### config.mk
export PLATFORM = sky130hd
export DESIGN_NAME = dm_access_ctrl_flat
export DESIGN_NICKNAME = d
export VERILOG_FILES = /design/src/rtl/dm_access_ctrl_if.sv /design/src/rtl/dm_access_ctrl.sv /design/src/flat_wrapper.sv
export SDC_FILE = /design/constraint.sdc
export NUM_CORES = 1
export LEC_CHECK = 0
export ABC_CLOCK_PERIOD_IN_PS = 1700
export BUFFER_PORTS_ARGS = -buffer_cell sky130_fd_sc_hd__buf_4
export CAP_MARGIN = 10
export CORE_UTILIZATION = 40
export DETAILED_ROUTE_END_ITERATION = 10
export RECOVER_POWER = 50
export SLEW_MARGIN = 20
export SYNTH_ARGS = -nofsm -noshare
export SYNTH_HDL_FRONTEND = slang
export SYNTH_SLANG_ARGS = --single-unit
### constraint.sdc
create_clock -name clk -period 1.7 [get_ports clk]
set_input_delay 0.425 -clock clk [delete_from_list [all_inputs] [get_ports clk]]
set_output_delay 0.425 -clock clk [all_outputs]
set_load 0.02 [all_outputs]
### src/rtl/dm_access_ctrl_if.sv
// CPU-side request/response channel of the data-memory access controller.
// The CPU drives requests through the master modport; the controller responds through the slave modport.
interface dm_access_ctrl_if #(
    parameter int ADDR_W = 8,
    parameter int DATA_W = 8
);
    logic              req_valid;
    logic              req_ready;
    logic              req_write;
    logic [ADDR_W-1:0] req_addr;
    logic [DATA_W-1:0] req_wdata;
    logic              resp_valid;
    logic [DATA_W-1:0] resp_rdata;
    logic              resp_err;

    modport master (
        output req_valid, req_write, req_addr, req_wdata,
        input  req_ready, resp_valid, resp_rdata, resp_err
    );

    modport slave (
        input  req_valid, req_write, req_addr, req_wdata,
        output req_ready, resp_valid, resp_rdata, resp_err
    );
endinterface

### src/rtl/dm_access_ctrl.sv
// Load/store front-end for the data memory: one request at a time, strobes held for fixed
// wait states, single-cycle response carrying read data or store readback plus mismatch flag.
module dm_access_ctrl #(
    parameter int ADDR_W  = 8,
    parameter int DATA_W  = 8,
    parameter int RD_WAIT = 2,
    parameter int WR_WAIT = 4,
    parameter int HOLD    = 1
) (
    input  logic              clk,
    input  logic              reset,
    dm_access_ctrl_if.slave   cpu,
    output logic              MemRead,
    output logic              MemWrite,
    output logic [ADDR_W-1:0] ABUS,
    output logic [DATA_W-1:0] DIN,
    input  logic [DATA_W-1:0] DATABUS
);

    typedef enum logic [1:0] {
        S_IDLE = 2'd0,
        S_RD   = 2'd1,
        S_WR   = 2'd2,
        S_HOLD = 2'd3
    } state_t;

    localparam logic [3:0] RD_LAST   = 4'(RD_WAIT - 1);
    localparam logic [3:0] WR_LAST   = 4'(WR_WAIT - 1);
    localparam logic [3:0] HOLD_LAST = 4'(HOLD - 1);

    state_t            state_q, state_d;
    logic [3:0]        cnt_q, cnt_d;
    logic              mem_read_q, mem_read_d;
    logic              mem_write_q, mem_write_d;
    logic [ADDR_W-1:0] abus_q, abus_d;
    logic [DATA_W-1:0] din_q, din_d;
    logic [DATA_W-1:0] cap_q, cap_d;
    logic              req_ready_q, req_ready_d;
    logic              resp_valid_q, resp_valid_d;
    logic [DATA_W-1:0] resp_rdata_q, resp_rdata_d;
    logic              resp_err_q, resp_err_d;

    always_comb begin
        // NOTE: every signal gets a default before the case so no path can infer a latch.
        state_d      = state_q;
        cnt_d        = cnt_q + 4'd1;
        mem_read_d   = 1'b0;
        mem_write_d  = 1'b0;
        abus_d       = abus_q;
        din_d        = din_q;
        cap_d        = cap_q;
        req_ready_d  = 1'b0;
        resp_valid_d = 1'b0;
        resp_rdata_d = resp_rdata_q;
        resp_err_d   = resp_err_q;

        case (state_q)
            S_IDLE: begin
                cnt_d       = 4'd0;
                req_ready_d = 1'b1;
                if (cpu.req_valid && req_ready_q) begin
                    req_ready_d = 1'b0;
                    abus_d      = cpu.req_addr;
                    if (cpu.req_write) begin
                        state_d     = S_WR;
                        mem_write_d = 1'b1;
                        din_d       = cpu.req_wdata;
                    end else begin
                        state_d    = S_RD;
                        mem_read_d = 1'b1;
                    end
                end
            end

            S_RD: begin
                if (cnt_q == RD_LAST) begin
                    state_d      = S_IDLE;
                    cnt_d        = 4'd0;
                    req_ready_d  = 1'b1;
                    resp_valid_d = 1'b1;
                    resp_rdata_d = DATABUS;
                    resp_err_d   = 1'b0;
                end else begin
                    mem_read_d = 1'b1;
                end
            end

            S_WR: begin
                if (cnt_q == WR_LAST) begin
                    cnt_d = 4'd0;
                    cap_d = DATABUS;
                    if (HOLD == 0) begin
                        state_d      = S_IDLE;
                        req_ready_d  = 1'b1;
                        resp_valid_d = 1'b1;
                        resp_rdata_d = DATABUS;
                        resp_err_d   = (DATABUS != din_q);
                    end else begin
                        state_d = S_HOLD;
                    end
                end else begin
                    mem_write_d = 1'b1;
                end
            end

            S_HOLD: begin
                // Readback was latched at the end of WR; it is only published on IDLE entry.
                if (cnt_q == HOLD_LAST) begin
                    state_d      = S_IDLE;
                    cnt_d        = 4'd0;
                    req_ready_d  = 1'b1;
                    resp_valid_d = 1'b1;
                    resp_rdata_d = cap_q;
                    resp_err_d   = (cap_q != din_q);
                end
            end

            default: begin
                state_d = S_IDLE;
                cnt_d   = 4'd0;
            end
        endcase
    end

    always_ff @(posedge clk) begin
        // NOTE: state updates use non-blocking assignments so all flops sample the same pre-edge values.
        if (reset) begin
            state_q      <= S_IDLE;
            cnt_q        <= 4'd0;
            mem_read_q   <= 1'b0;
            mem_write_q  <= 1'b0;
            abus_q       <= '0;
            din_q        <= '0;
            cap_q        <= '0;
            req_ready_q  <= 1'b0;
            resp_valid_q <= 1'b0;
            resp_rdata_q <= '0;
            resp_err_q   <= 1'b0;
        end else begin
            state_q      <= state_d;
            cnt_q        <= cnt_d;
            mem_read_q   <= mem_read_d;
            mem_write_q  <= mem_write_d;
            abus_q       <= abus_d;
            din_q        <= din_d;
            cap_q        <= cap_d;
            req_ready_q  <= req_ready_d;
            resp_valid_q <= resp_valid_d;
            resp_rdata_q <= resp_rdata_d;
            resp_err_q   <= resp_err_d;
        end
    end

    assign MemRead        = mem_read_q;
    assign MemWrite       = mem_write_q;
    assign ABUS           = abus_q;
    assign DIN            = din_q;
    assign cpu.req_ready  = req_ready_q;
    assign cpu.resp_valid = resp_valid_q;
    assign cpu.resp_rdata = resp_rdata_q;
    assign cpu.resp_err   = resp_err_q;

endmodule

### src/flat_wrapper.sv
// flat-port wrapper written by rule: the top's interface ports become plain ports
module dm_access_ctrl_flat 
#(
    parameter int ADDR_W  = 8,
    parameter int DATA_W  = 8,
    parameter int RD_WAIT = 2,
    parameter int WR_WAIT = 4,
    parameter int HOLD    = 1
)
  (clk, reset, MemRead, MemWrite, ABUS, DIN, DATABUS, cpu_req_valid, cpu_req_write, cpu_req_addr, cpu_req_wdata, cpu_req_ready, cpu_resp_valid, cpu_resp_rdata, cpu_resp_err);
  dm_access_ctrl_if #(.ADDR_W(ADDR_W), .DATA_W(DATA_W)) cpu_i ();
  input  logic clk;
  input  logic reset;
  output logic MemRead;
  output logic MemWrite;
  output logic [ADDR_W-1:0] ABUS;
  output logic [DATA_W-1:0] DIN;
  input  logic [DATA_W-1:0] DATABUS;
  input wire logic [$bits(cpu_i.req_valid)-1:0] cpu_req_valid;
  input wire logic [$bits(cpu_i.req_write)-1:0] cpu_req_write;
  input wire logic [$bits(cpu_i.req_addr)-1:0] cpu_req_addr;
  input wire logic [$bits(cpu_i.req_wdata)-1:0] cpu_req_wdata;
  output wire logic [$bits(cpu_i.req_ready)-1:0] cpu_req_ready;
  output wire logic [$bits(cpu_i.resp_valid)-1:0] cpu_resp_valid;
  output wire logic [$bits(cpu_i.resp_rdata)-1:0] cpu_resp_rdata;
  output wire logic [$bits(cpu_i.resp_err)-1:0] cpu_resp_err;
  assign cpu_i.req_valid = cpu_req_valid;
  assign cpu_i.req_write = cpu_req_write;
  assign cpu_i.req_addr = cpu_req_addr;
  assign cpu_i.req_wdata = cpu_req_wdata;
  assign cpu_req_ready = cpu_i.req_ready;
  assign cpu_resp_valid = cpu_i.resp_valid;
  assign cpu_resp_rdata = cpu_i.resp_rdata;
  assign cpu_resp_err = cpu_i.resp_err;
  dm_access_ctrl #(.ADDR_W(ADDR_W), .DATA_W(DATA_W), .RD_WAIT(RD_WAIT), .WR_WAIT(WR_WAIT), .HOLD(HOLD)) u_core (.clk(clk), .reset(reset), .cpu(cpu_i), .MemRead(MemRead), .MemWrite(MemWrite), .ABUS(ABUS), .DIN(DIN), .DATABUS(DATABUS));
endmodule
After elaboration in Yosys (flattened, before gate mapping)
Cells that the tools add are included.
{ "word_totals": {"wordCells": 60, "ff_bits": 43} }
{ "op_classes": {"n_mux": 29, "add_sub_neg": 1, "eq_ne": 10, "n_reduce_logical": 9} }
{ "ops": {"columns": ["cell", "n"], "rows": [
  ["$mux 8", 2],
  ["$pmux 4 s4", 1],
  ["$pmux 8 s2", 1],
  ["$mux 4", 3],
  ["$mux 1", 11],
  ["$mux 2", 5],
  ["$ne 2x1->1 const B", 4],
  ["$ne 8x8->1", 1],
  ["$pmux 1 s2", 4],
  ["$pmux 2 s4", 1],
  ["$reduce_and 3->1", 2],
  ["$add 4x1->4 const B", 1],
  ["$eq 2x2->1 const B", 2],
  ["$eq 4x1->1 const B", 1],
  ["$eq 4x2->1 const B", 1],
  ["$logic_not 4->1", 1],
  ["$reduce_and 2->1", 2],
  ["$reduce_and 4->1", 1],
  ["$pmux 1 s3", 1],
  ["$eq 2x1->1 const B", 1],
  ["$logic_not 2->1", 1],
  ["$reduce_bool 2->1", 1],
  ["$logic_and 1x1->1", 1]
]} }

Logic depth before layout (Yosys ltp)
{ "logic_depth": {"ltp_word": 3, "mapped_depth": 7, "ltp_nobuf": 6} }

Least setup slack after synthesis
Ideal clock, no wire load.
{ "synth_timing": {"path_type": "reg-to-reg", "startpoint": "register u_core.cnt_q[0]", "endpoint": "register u_core.req_ready_q (netlist: u_core.cpu.req_ready)", "arrival_time_ps": 1267, "stages_incl_launch_ff": 8, "setup_time_ps": 128, "period_less_slack_ps": 1394, "slack_ps": 306, "path_buffers": 1, "path_cell_list": "dfxtp_1 inv_1 ha_1 mux2i_1 and3b_1 buf_4 a21oi_1 nor2_1"} }
{ "synth_between": {"elab_chain_cells": 3, "elab_cells_between_ends": 5, "cone_classes": "eq/ne: 1; mux: 3; reduce/logical: 1"} }
{ "synth_lines": {"columns": ["item", "line", "source"], "rows": [
  ["start, declared", "dm_access_ctrl.sv:32", "logic [3:0] cnt_q, cnt_d;"],
  ["start signal, assigned", "dm_access_ctrl.sv:141", "cnt_q <= cnt_d;"],
  ["$eq 4x1->1 or $logic_not 4->1 (tied branches)", "dm_access_ctrl.sv:76, dm_access_ctrl.sv:108", null],
  ["$mux 1, on equally long branches", "dm_access_ctrl.sv:76, dm_access_ctrl.sv:108", null],
  ["$pmux 1 s3 *", "dm_access_ctrl.sv:57", "case (state_q)"],
  ["end signal, assigned", "dm_access_ctrl.sv:147", "req_ready_q <= req_ready_d;"],
  ["end, declared", "dm_access_ctrl.sv:38", "logic req_ready_q, req_ready_d;"]
]} }
Mark *: on every way between the ends. The rest lies on a longest branch, timed or not.
A chain may end at the register's enable or synchronous reset.

Final worst setup path
{ "layout_timing": {"startpoint": "register u_core.cnt_q[0]", "endpoint": "register u_core.resp_rdata_q[7] (netlist: u_core.cpu.resp_rdata[7])"} }
{ "layout_between": {"elab_chain_cells": 3, "elab_cells_between_ends": 5, "cone_classes": "eq/ne: 3; reduce/logical: 2"} }
{ "layout_lines": {"columns": ["item", "line", "source"], "rows": [
  ["$eq 4x1->1 or $logic_not 4->1 (tied branches)", "dm_access_ctrl.sv:76, dm_access_ctrl.sv:108", null],
  ["$ne 2x1->1 (no line)", null, null],
  ["$reduce_and 3->1 (no line) *", null, null],
  ["end signal, assigned", "dm_access_ctrl.sv:149", "resp_rdata_q <= resp_rdata_d;"],
  ["end, declared", "dm_access_ctrl.sv:40", "logic [DATA_W-1:0] resp_rdata_q, resp_rdata_d;"]
]} }
Marked as above.

==> impl_metrics.toml <==
[timing]
fin_skew_ps = 4.996
finalSetupViolations = 0
slew-limit-headroom = 0.7443
final.setup.tns_ps = 0
maxSlewViolCount = 0
hold_violations = 0
post-route-period-util = 0.9328
setup_slack_ps = 114.3
fin_crit_ps = 1586
worstMarginPinSlew_ps = 383.1
rsz0062_at_grt = "no"
fmax_mhz = 630.6

[hold_path]
hold_class = "input pin to flop"
min_delay_path_depth = 3
hp-start = "cpu_req_addr[4]"
holdPathEnd = "u_core.ABUS[4]"

[global_route]
grt_util_met2 = 0.2455
grt_antenna_before_repair = 0
first_global_vias = 1464
grt-ovfl-total = 0
met3_usage = 0.05772
grt_util_met1 = 0.2310
grtUsageTotal = 0.1690
grt_pass1_wl_um = 6665
grt_start_max_net_pins = 30
grt.busiest_layer = "met2"

[critical_path]
crit_path_start_kind = "flop"
rr_startpoint = "u_core.cnt_q[0]"
crit_chain = "inv_1 -> ha_1 -> mux2i_1 -> and3b_2 -> buf_12 -> a311oi_2"
rrSetupSlack_ps = 110
cp.arrival_ps = 1790
timing_worst_setup_path_type = "flop to flop"
crit_slowest_cell = "dfxtp_1"
ff2ff_path_depth = 6
critPathCaptureType = "flop"
worstPathMaxFanout = 17
crit_buf_inv = 2
crit_required_ps = 1900
path_delay_family = "flip-flops"
crit_path_max_incr_delay_ps = 410
r2r_end = "u_core.cpu.resp_rdata[7]"

[final_layout]
antenna_cells = 0
fillers = 443
areaGrowthSynthToFinish_pct = 24.00
nNetsFinal = 296
drive_gt1_frac = 0.2256
utilization = 0.5258

[clocking]
cts_tree = "built"
htreeDepth = 2
clock_path_buffers = 2
cts_root_buf = "clkbuf_8"
cts_sinks = 43
clk_latency_ps = 290
cts_hold_buffers = 0
clk_pin_slew_ps = 80
numCtsBuffers = 5

[floorplan]
die_y_um = 70.41
start_util = 0.4240
core_sq_mm = 0.004414
chipWidth_um = 70.41
row_count = 24
die-area_sq_mm = 0.004957
io_pins = 57

[route]
routed_wl_um = 4048
drtAntennaViolNets = 0
drc = 0
drtIter0Drc = 63
viasPerCell = 4.962
wire_per_inst_um = 12.73
vias = 1578
dr.pass1.iters = 4

[logic_synthesis]
yosys_warnings = 0
synth_edf_count = 0
synthCells = 209
synth_commonest_cells = "dfxtp_1, nand2_1, a21oi_1"
synth_area_sq_mm = 0.001872
synthArstFlopShare = 0
ys.flop_type = "dfxtp_1"
syn_nets = 240
synth_top_area_share = 0.4599
ys_ff_latch = 43
ys_top_cells_by_area = "dfxtp_1, nand2_1, a311oi_2"
syn_avg_cell_area_sq_um = 8.956
yosysTopAreaCell = "dfxtp_1"
synth_most_common_cell = "dfxtp_1"
synth_cell_types = 29
seq_area_frac_synth = 0.4599

[placed_design]
pre_cts_slack_ps = 104.7
portBuffers = 56
place_hpwl_um = 2902
gp_congestion = 0.7607

[power]
powerDensity_mw_per_mm2 = 1279
p_leak_uw = 0.0009580
ir_worst_vdd_mv = 0.5357

[outcome]
status = "completed"

[run]
cap_violations = 0
## kinds of logic after synthesis
logic type,count (synthesis),synth area share
buffers and inverters,17,0.05013
AOI/OAI and AO/OA,32,0.1337
muxes,9,0.04813
adders and majority gates,3,0.02006
and+or+nand+nor,95,0.2413
xor gates and xnor gates,10,0.04679
DFF,43,0.4599
## cell usage in the layout, fill, tap and decap left out, drive strengths merged
cell and instances:
a21oi 21, a311oi 8, a31oi 1, a32o 1, and3b 1, buf 34
clkbuf 37, clkinv 1, dfxtp 43, ha 3, inv 2, mux2i 9
nand2 37, nand2b 2, nand3 18, nand4b 1, nor2 23, nor2b 1
nor3 6, nor3b 2, nor4 3, nor4bb 1, o32ai 1, xnor2 1
xor2 9
## metrics by stage
step | hold WS [ps] | cell area, sq um | std cells | power, uW
6_report | 374.9 | 2321 | 318 | 2968
5_1_grt | 361.7 | 2321 | 318 | 3182
4_1_cts | 365.1 | 2424 | 317 | 3093
3_5_place_dp | 447.1 | 2342 | 309 | 2466
3_3_place_gp | 442.7 | 2342 | 309 | 2477
2_1_floorplan | 484.3 | 1872 | 209 | 2093
## worst reg2reg max path, stage by stage, from the launching register on
cell      delay [ps]
dfxtp_1          410
inv_1             60
ha_1             210
mux2i_1          170
and3b_2          280
buf_12           170
a311oi_2         190
## report_power, final
| part | total (uW) | switching, uW | internal, uW |
|---|---|---|---|
| Sequential | 1300 | 141 | 1160 |
| Combinational | 1050 | 634 | 414 |
| Clock | 618 | 330 | 289 |
| Total | 2970 | 1110 | 1860 |
## worst max path at each step
stage	startpoint	endpoint	slack (ps)	depth (start not counted)
2_1_floorplan	u_core.cnt_q[0]	u_core.cpu.req_ready	310	7
3_3_place_gp	u_core.cnt_q[0]	u_core.cpu.resp_rdata[1]	80	7
3_5_place_dp	u_core.cnt_q[0]	u_core.cpu.resp_rdata[7]	100	6
4_1_cts	u_core.cnt_q[0]	u_core.cpu.resp_rdata[7]	70	6
5_1_grt	u_core.cnt_q[0]	u_core.cpu.resp_rdata[1]	30	6
6_report	u_core.cnt_q[0]	u_core.cpu.resp_rdata[7]	110	6
## sequential cells by signal, summed over array words and instances, names as in the netlist
signal                 flops
u_core.ABUS                8
u_core.DIN                 8
u_core.MemRead             1
u_core.MemWrite            1
u_core.cap_q               8
u_core.cnt_q               4
u_core.cpu.req_ready       1
u_core.cpu.resp_err        1
u_core.cpu.resp_rdata      8
u_core.cpu.resp_valid      1
u_core.state_q             2
## cell type report
type	instances	area [sq um]	area share
Tap cell	52	65.06	0.02803
Clock inverter	1	5.005	0.002156
Multi-Input combinational cell	149	924.6	0.3984
Clock buffer	7	76.32	0.03288
Sequential cell	43	860.8	0.3709
Inverter	2	7.507	0.003234
Timing Repair Buffer	64	381.6	0.1644
## layer usage
metal  part of all wire  wire [um]
met5                  0          0
met3              0.069        278
met1               0.51       2045
met4             0.0072         29
met2               0.42       1695
## repair_timing
item                                    4_1_cts  5_1_grt
endpoints found under the setup margin        0        9
setup buffers                                 0        1
gates resized for setup                       0        1
Note: power is estimated with default switching activity, not from simulation.
